**src/rtl/eio_controller.sv**
```systemverilog
// eio_controller: latches one CPU EIO access, decodes the device window and runs a
// req/ack handshake with it. Optional bus watchdog enabled by defining EIO_TIMEOUT_EN.
module eio_controller #(
    parameter int          NUM_DEV  = 4,
    parameter logic [31:0] EIO_BASE = 32'h0040_0000,
    parameter int          WIN_BITS = 8
`ifdef EIO_TIMEOUT_EN
    ,
    parameter int          TO_CYCLES = 255
`endif
) (
    input  logic                    clk_in,
    input  logic                    reset_in,
    input  logic                    cpu_req,
    input  logic                    cpu_rd_wr,
    input  logic [31:0]             cpu_addr,
    input  logic [31:0]             cpu_wr_data,
    output logic                    cpu_ack,
    output logic                    cpu_ack_fault,
    output logic [31:0]             cpu_ack_data,
    output logic [NUM_DEV-1:0]      dev_req,
    output logic                    dev_rd_wr,
    output logic [WIN_BITS-1:0]     dev_addr,
    output logic [31:0]             dev_wr_data,
    input  logic [NUM_DEV-1:0]      dev_ack,
    input  logic [32*NUM_DEV-1:0]   dev_rd_data,
    output logic                    busy
);

    localparam logic [1:0] S_IDLE  = 2'd0;
    localparam logic [1:0] S_ISSUE = 2'd1;
    localparam logic [1:0] S_WAIT  = 2'd2;
    localparam logic [1:0] S_RESP  = 2'd3;

    logic [1:0]          state_q, state_d;
    logic [2:0]          idx_q, idx_d;
    logic                fault_q, fault_d;
    logic [31:0]         rdata_q, rdata_d;
    logic [NUM_DEV-1:0]  dev_req_q, dev_req_d;
    logic                dev_rd_wr_q, dev_rd_wr_d;
    logic [WIN_BITS-1:0] dev_addr_q, dev_addr_d;
    logic [31:0]         dev_wr_data_q, dev_wr_data_d;
    logic                cpu_ack_q, cpu_ack_d;
    logic                cpu_ack_fault_q, cpu_ack_fault_d;
    logic [31:0]         cpu_ack_data_q, cpu_ack_data_d;
    logic                busy_q, busy_d;
`ifdef EIO_TIMEOUT_EN
    logic [15:0]         wdog_q, wdog_d;
`endif

    logic [31:0]         addr_diff;
    logic [31:0]         addr_quot;
    logic                decode_bad;
    logic [NUM_DEV-1:0]  ack_hit;
    logic                ack_sel;
    logic [31:0]         rd_pick [NUM_DEV];
    logic [31:0]         rd_sel;

    // The full quotient is range-checked so far-away addresses cannot alias a device.
    assign addr_diff  = cpu_addr - EIO_BASE;
    assign addr_quot  = addr_diff >> WIN_BITS;
    assign decode_bad = (cpu_addr < EIO_BASE) || (addr_quot >= 32'(NUM_DEV));

    generate
        for (genvar gi = 0; gi < NUM_DEV; gi++) begin : g_dev
            assign ack_hit[gi] = dev_ack[gi] && (idx_q == 3'(gi));
            assign rd_pick[gi] = (idx_q == 3'(gi)) ? dev_rd_data[32*gi +: 32] : 32'd0;
        end
    endgenerate

    assign ack_sel = |ack_hit;

    always_comb begin
        rd_sel = 32'd0;
        for (int i = 0; i < NUM_DEV; i++) begin
            rd_sel = rd_sel | rd_pick[i];
        end
    end

    always_comb begin
        state_d         = state_q;
        idx_d           = idx_q;
        fault_d         = fault_q;
        rdata_d         = rdata_q;
        dev_req_d       = dev_req_q;
        dev_rd_wr_d     = dev_rd_wr_q;
        dev_addr_d      = dev_addr_q;
        dev_wr_data_d   = dev_wr_data_q;
        cpu_ack_d       = 1'b0;
        cpu_ack_fault_d = 1'b0;
        cpu_ack_data_d  = 32'd0;
`ifdef EIO_TIMEOUT_EN
        wdog_d          = wdog_q;
`endif
        case (state_q)
            S_IDLE: begin
                if (cpu_req) begin
                    dev_rd_wr_d   = cpu_rd_wr;
                    dev_addr_d    = cpu_addr[WIN_BITS-1:0];
                    dev_wr_data_d = cpu_wr_data;
                    idx_d         = addr_quot[2:0];
                    if (decode_bad) begin
                        fault_d = 1'b1;
                        rdata_d = 32'd0;
                        state_d = S_RESP;
                    end else begin
                        state_d = S_ISSUE;
                    end
                end
            end
            S_ISSUE: begin
                dev_req_d = NUM_DEV'(1) << idx_q;
`ifdef EIO_TIMEOUT_EN
                wdog_d    = 16'd0;
`endif
                state_d   = S_WAIT;
            end
            S_WAIT: begin
                // A device ack on the expiry cycle still counts as success.
                if (ack_sel) begin
                    rdata_d   = rd_sel;
                    fault_d   = 1'b0;
                    dev_req_d = '0;
                    state_d   = S_RESP;
                end
`ifdef EIO_TIMEOUT_EN
                else if (wdog_q == 16'(TO_CYCLES - 1)) begin
                    rdata_d   = 32'd0;
                    fault_d   = 1'b1;
                    dev_req_d = '0;
                    state_d   = S_RESP;
                end else begin
                    wdog_d = wdog_q + 16'd1;
                end
`endif
            end
            S_RESP: begin
                cpu_ack_d       = 1'b1;
                cpu_ack_fault_d = fault_q;
                cpu_ack_data_d  = rdata_q;
                state_d         = S_IDLE;
            end
            default: state_d = S_IDLE;
        endcase
        busy_d = (state_d != S_IDLE);
    end

    always_ff @(posedge clk_in or posedge reset_in) begin
        if (reset_in) begin
            state_q         <= S_IDLE;
            idx_q           <= 3'd0;
            fault_q         <= 1'b0;
            rdata_q         <= 32'd0;
            dev_req_q       <= '0;
            dev_rd_wr_q     <= 1'b0;
            dev_addr_q      <= '0;
            dev_wr_data_q   <= 32'd0;
            cpu_ack_q       <= 1'b0;
            cpu_ack_fault_q <= 1'b0;
            cpu_ack_data_q  <= 32'd0;
            busy_q          <= 1'b0;
`ifdef EIO_TIMEOUT_EN
            wdog_q          <= 16'd0;
`endif
        end else begin
            state_q         <= state_d;
            idx_q           <= idx_d;
            fault_q         <= fault_d;
            rdata_q         <= rdata_d;
            dev_req_q       <= dev_req_d;
            dev_rd_wr_q     <= dev_rd_wr_d;
            dev_addr_q      <= dev_addr_d;
            dev_wr_data_q   <= dev_wr_data_d;
            cpu_ack_q       <= cpu_ack_d;
            cpu_ack_fault_q <= cpu_ack_fault_d;
            cpu_ack_data_q  <= cpu_ack_data_d;
            busy_q          <= busy_d;
`ifdef EIO_TIMEOUT_EN
            wdog_q          <= wdog_d;
`endif
        end
    end

    assign cpu_ack       = cpu_ack_q;
    assign cpu_ack_fault = cpu_ack_fault_q;
    assign cpu_ack_data  = cpu_ack_data_q;
    assign dev_req       = dev_req_q;
    assign dev_rd_wr     = dev_rd_wr_q;
    assign dev_addr      = dev_addr_q;
    assign dev_wr_data   = dev_wr_data_q;
    assign busy          = busy_q;

endmodule

```
**config.mk**
```make
export PLATFORM = sky130hd
export DESIGN_NAME = eio_controller
export DESIGN_NICKNAME = d
export VERILOG_FILES = /design/src/rtl/eio_controller.sv
export SDC_FILE = /design/constraint.sdc
export NUM_CORES = 1
export LEC_CHECK = 0
export ABC_AREA = 0
export CORE_ASPECT_RATIO = 1.5
export CORE_MARGIN = 2
export CORE_UTILIZATION = 36
export DETAILED_ROUTE_END_ITERATION = 16
export PLACE_DENSITY = 0.74
export RECOVER_POWER = 50
export SETUP_SLACK_MARGIN = 0.02
export SYNTH_ARGS = -nofsm -noshare
export SYNTH_HDL_FRONTEND = slang
export SYNTH_SLANG_ARGS = --single-unit
export TNS_END_PERCENT = 20
```
**constraint.sdc**
```tcl
create_clock -name clk_in -period 3.94 [get_ports clk_in]
set_clock_uncertainty 0.2 [all_clocks]
set_input_delay 0.788 -clock clk_in [delete_from_list [all_inputs] [get_ports clk_in]]
set_output_delay 0.788 -clock clk_in [all_outputs]
set_load 0.03 [all_outputs]
```
==> impl_metrics.env, run 1 <==
export IMPL_grt_pass1_vias=4658
export IMPL_p_clk_share_pct=24.6
export IMPL_final_core_util_pct=60.50
export IMPL_status="finished with violations"
export IMPL_hpwl_mm=12.19
export IMPL_num_vias=4280
export IMPL_violations="capacitance limit, slew limit"
export IMPL_synth_area_um2=5517
export IMPL_synth_most_common_cell="dfrtp_1"
export IMPL_final_nets=886
export IMPL_insertedDiodeCount=0
export IMPL_post_cts_resized=0
export IMPL_critPathMaxFanout=118
export IMPL_ys_seq_area_share_pct=53.53
export IMPL_synthTopCellsByArea="dfrtp_1 54%, mux2i_1 12%, mux2_2 9.4%"
export IMPL_setup_viol=0
export IMPL_final_max_slew_viol_count=119
export IMPL_switching_power_mw=2.373
export IMPL_final_seq_area_um2=2957
export IMPL_die_area_um2=16350
export IMPL_whs_path_depth=1
export IMPL_synth_nets=607
export IMPL_clk_pin_slew_ns=0.06
export IMPL_cts_max_level=4
export IMPL_multi_input_area_um2=2412
export IMPL_synth_warnings=0
export IMPL_min_period_ns=2.872
export IMPL_crit_type="primary input to async pin"
export IMPL_hold_buffers=0
export IMPL_drt_iter0_markers=131
export IMPL_wl_mm=16.09
export IMPL_area_growth_synth_to_final_pct=65.28
export IMPL_slew_headroom_pct=-6.816
export IMPL_fin_tns_setup_ns=0
export IMPL_worstMarginPinSlew_ns=1.602
export IMPL_grt_overflow_total=0
export IMPL_die_h_um=155.6
export IMPL_ant_nets=0
export IMPL_antenna_found_initial=0
export IMPL_start_kind="primary input"
export IMPL_fp_row_count=55
export IMPL_grt_pass1_wl_mm=24.49
export IMPL_ys_ff_latch=118
export IMPL_yosys_area_top_type_share_pct=53.53
export IMPL_internal_power_mw=4.112
export IMPL_endpoint_kind="async pin"
export IMPL_cts_buffers=17
export IMPL_dp_slack_ns=0.7647
export IMPL_syn_inst=403
export IMPL_fin_total_pwr_mw=6.486
export IMPL_io_pin_count=280
export IMPL_synthFlopType="dfrtp_1"
export IMPL_cts_root_buf="clkbuf_16"
export IMPL_synth_cell_types=37
export IMPL_io_buffers=279
export IMPL_async_reset_ff_share_pct=100.0
export IMPL_dr_pass1_iters=4
export IMPL_combinationalPowerShare_pct=46.9
export IMPL_core_area_um2=15070
export IMPL_avgSynthCellArea_um2=13.69
export IMPL_clock_sinks=118
export IMPL_vias_per_cell=4.787
export IMPL_fill_cells=1229
export IMPL_crit_required_ns=3.75
export IMPL_cap_violations=1
export IMPL_period_share_pct=72.89
export IMPL_drive_above_1_share_pct=17.55
export IMPL_yosysTopAreaCell="dfrtp_1"
export IMPL_clkLatencyLatePin_ns=0.40
export IMPL_dpl_cell_area_um2=8513
export IMPL_hold_violations=0
export IMPL_p_leak_nw=4.023
export IMPL_grt_usage_pct=19.51
export IMPL_peakVddDrop_mv=0.4230
export IMPL_postCtsSetupBuffers=0
export IMPL_synth_edf_count=0
export IMPL_clockBufferDepth=2
export IMPL_reg2reg_depth=7
export IMPL_switching_share_pct=36.60
export IMPL_hp_class="flop to flop"
export IMPL_fmax_mhz=348.2
export IMPL_postLayoutCellArea_um2=9117
export IMPL_power_frac_seq_pct=28.4
export IMPL_die_width_um=105.1
export IMPL_arrival_ns=2.69
export IMPL_power_density_nw_per_um2=711.3
export IMPL_cts_tree="yes"
export IMPL_rsz0062_at_grt="no"
export IMPL_wl_per_cell_um=17.99
export IMPL_layout_setup_ws_ns=1.068
export IMPL_synth_commonest_cells="118 x dfrtp_1, 66 x mux2i_1, 46 x mux2_2"
export IMPL_start_util_pct=36.60
export IMPL_grt_max_degree=119
export IMPL_gp_congestion=0.8254
export IMPL_route_detailed_drc=0
## cell families after synthesis
logic type	share of synthesized area [%]
buffers and inverters	2.744
muxes	29.94
and+or+nand+nor	6.532
adders and majority gates	0.9073
DFF	53.53
AOI/OAI and AO/OA	6.351
## metrics by stage
stage | hold slack (ns) | cells
5_1_grt | 0.2990 | 894
2_1_floorplan | 0.2527 | 403
4_1_cts | 0.2849 | 894
3_5_place_dp | 0.2697 | 862
3_3_place_gp | 0.2705 | 862
6_report | 0.2843 | 894
## power groups by stage
stage | combinational, mW | clock, mW | sequential [mW]
CTS | 3.09 | 1.63 | 1.84
detailed placement | 3.08 | 0 | 1.86
finish | 3.04 | 1.60 | 1.84
global placement | 3.03 | 0 | 1.84
global route | 3.22 | 1.69 | 1.89
floorplan | 1.50 | 0 | 2.32
## final timing paths
| kind | end | from | slack [ns] |
|---|---|---|---|
| setup / recovery | idx_q[1] | reset_in | 1.07 |
| hold / removal | cpu_ack_data[29] | rdata_q[29] | 0.28 |
| setup reg to reg | rdata_q[23] | state_q[0] | 1.08 |
| hold reg to reg | cpu_ack_data[29] | rdata_q[29] | 0.28 |
| max in group clk_in | rdata_q[23] | state_q[0] | 1.08 |
| min in group asynchronous | dev_wr_data[30] | reset_in | 1.27 |
## metal layers
layer	global-route usage, %	part of all wire, %	vias to the layer above
li1	-	-	2024
met1	21.14	37	2073
met2	35.65	55	157
met3	5.138	5.1	26
met4	8.381	2.9	0
met5	0	0	-
## sequential cells by signal (all words and copies together), names as in the netlist
name,cells
cpu_ack_data,32
dev_wr_data,32
rdata_q,32
dev_addr,8
dev_req,4
idx_q,3
state_q,2
busy,1
cpu_ack,1
cpu_ack_fault,1
dev_rd_wr,1
fault_q,1
## area by class of cell
class | instances | area share, %
tap | 199 | 2.731
timing repair buffer | 286 | 31.34
sequential | 118 | 32.43
clock buffer | 17 | 4.666
clock inverter | 15 | 2.127
multi-input combinational | 254 | 26.46
inverter | 5 | 0.2470
## cells in the final DEF, fill, tap and decap left out, types with 4 or more instances in the layout
cell type / n
clkinvlp_4: 4
nor2_1: 4
mux2_4: 30
inv_6: 5
ha_1: 4
dfrtp_1: 117
nand2_1: 4
nand2b_1: 4
mux2_2: 46
clkbuf_16: 17
and2_0: 20
o22ai_1: 33
clkdlybuf4s50_1: 277
buf_4: 5
and2_1: 14
inv_1: 4
mux2i_1: 66
## critical path, cell delays in order
cell and delay, ns:
dlygate4sd3_1 0.57, clkinvlp_4 0.07, clkbuf_4 1.17
Power figures use the tool's default switching activity.
==> run 2: changes to the inputs <==
- CORE_UTILIZATION: 36 -> 40
- PLACE_DENSITY: 0.74 -> 0.78
- clock period: 3.94 -> 3 ns (I/O delays scaled with it)
==> run 2 against run 1 <==
Compared with the run above:
- the flow now finishes without violations
- design area rose by 0.25%
- sequential share of layout area fell by 0.080 points
- worst hold slack got worse by 0.0014 ns
- power rose by 33%
==> impl_metrics.env, run 2 (synthesized netlist as in run 1, its figures left out) <==
export IMPL_fill_cells=1003
export IMPL_cts_max_level=4
export IMPL_die_width_um=99.89
export IMPL_io_pin_count=280
export IMPL_endpoint_kind="flop"
export IMPL_fin_total_pwr_mw=8.638
export IMPL_final_common_cell="clkdlybuf4s50_1"
export IMPL_vias_per_cell=5.118
export IMPL_p_leak_nw=4.067
export IMPL_wl_per_cell_um=18.94
export IMPL_cts_tree="yes"
export IMPL_timing_hold_ws_ns=0.2828
export IMPL_hold_violations=0
export IMPL_crit_chain="clkdlybuf4s50_1 -> nor4b_1 -> buf_4 -> nand4_1 -> o311ai_4 -> buf_12 -> mux2_2"
export IMPL_die_area_um2=14770
export IMPL_grt_max_degree=70
export IMPL_final_nets=889
export IMPL_power_density_nw_per_um2=945.1
export IMPL_post_cts_resized=0
export IMPL_wl_mm=16.30
export IMPL_hold_buffers=0
export IMPL_cts_root_buf="clkbuf_16"
export IMPL_crit_slowest_cell="clkdlybuf4s50_1"
export IMPL_die_h_um=147.8
export IMPL_final_cell_mix="278 x clkdlybuf4s50_1, 117 x dfrtp_1, 66 x mux2i_1, 46 x mux2_2, 33 x o22ai_1"
export IMPL_status="completed"
export IMPL_hpwl_mm=12.45
export IMPL_period_share_pct=88.76
export IMPL_route_detailed_drc=0
export IMPL_dr_pass1_iters=4
export IMPL_clk_pin_slew_ns=0.06
export IMPL_core_area_um2=13470
export IMPL_rsz0062_at_grt="no"
export IMPL_start_util_pct=40.96
export IMPL_grt_pass1_wl_mm=25.19
export IMPL_crit_required_ns=3.09
export IMPL_num_vias=4407
export IMPL_clock_sinks=118
export IMPL_grt_pass1_vias=4745
export IMPL_setup_viol=0
export IMPL_arrival_ns=2.75
export IMPL_start_kind="primary input"
export IMPL_worstMarginPinSlew_ns=1.272
export IMPL_min_period_ns=2.663
export IMPL_clkLatencyLatePin_ns=0.40
export IMPL_slew_headroom_pct=14.73
export IMPL_drive_above_1_share_pct=18.05
export IMPL_hp_class="flop to flop"
export IMPL_drt_iter0_markers=131
export IMPL_grt_overflow_total=0
export IMPL_clockBufferDepth=2
export IMPL_final_max_slew_viol_count=0
export IMPL_grt_usage_pct=22.20
export IMPL_cpPeakStageDelay_ns=0.45
export IMPL_area_growth_synth_to_final_pct=65.68
export IMPL_path_delay_family="buffers and inverters"
export IMPL_fp_row_count=52
export IMPL_path_buf_inv=3
export IMPL_io_buffers=279
export IMPL_cts_buffers=17
export IMPL_postCtsSetupBuffers=0
export IMPL_crit_type="primary input to flop"
export IMPL_antenna_found_initial=1
export IMPL_critPathMaxFanout=32
export IMPL_fmax_mhz=375.6
export IMPL_cap_violations=0
export IMPL_ant_nets=0
export IMPL_peakVddDrop_mv=0.7407
export IMPL_gp_congestion=0.8608
==> run 2: through the flow <==
stage	utilization (%)	setup WS (ns)	setup TNS, ns	cells	instance area (µm²)
after floorplan	-	0.6594	0	403	5520
after global placement	63.31	-0.1186	-2.652	828	8527
after detailed placement	63.31	-0.1142	-2.274	828	8527
after CTS	68.07	0.3116	0	860	9168
after global routing	67.87	0.2220	0	861	9140
final	67.87	0.3373	0	861	9140
==> run 2: worst register-to-register path, cell delays in order (launching register included) <==
cell      delay [ns]
dfrtp_1         0.41
inv_1           0.12
ha_1            0.26
or3b_1          0.55
o221ai_4        0.25
o311ai_4        0.15
buf_12          0.21
mux2_4          0.36
==> run 2: layout make-up <==
type	count	area, µm²	area share, %
multi-input combinational	254	2415	26.42
clock buffer	17	425.4	4.654
tap	162	202.7	2.218
sequential	118	2957	32.35
inverter	5	20.02	0.2190
timing repair buffer	289	2903	31.76
clock inverter	15	215.2	2.355
antenna	1	2.502	0.02738
==> run 2: final timing paths <==
kind / start / end / slack (ns) / depth (start not counted)
worst min-delay path: rdata_q[28] / cpu_ack_data[28] / 0.28 / 1
worst max register to register: state_q[0] / rdata_q[14] / 0.37 / 7
worst min register to register: rdata_q[28] / cpu_ack_data[28] / 0.28 / 1
max in group asynchronous: reset_in / cpu_ack_data[16] / 0.64 / 3
worst max-delay path: cpu_addr[23] / rdata_q[27] / 0.34 / 7
min in group asynchronous: reset_in / fault_q / 0.72 / 2
==> run 2: metal layers <==
| layer | up-vias | share of wire [%] | GRT usage, % |
|---|---|---|---|
| li1 | 2034 | - | - |
| met1 | 2180 | 35 | 24.26 |
| met2 | 160 | 56 | 40.34 |
| met3 | 33 | 5.4 | 4.870 |
| met4 | 0 | 3.1 | 10.34 |
| met5 | - | 0 | 0 |
==> run 2: power by group <==
part,switching (mW),internal (mW),leakage (nW)
combinational,2.08,2.00,2.23
sequential,0.280,2.08,1.53
clock,0.775,1.41,0.311
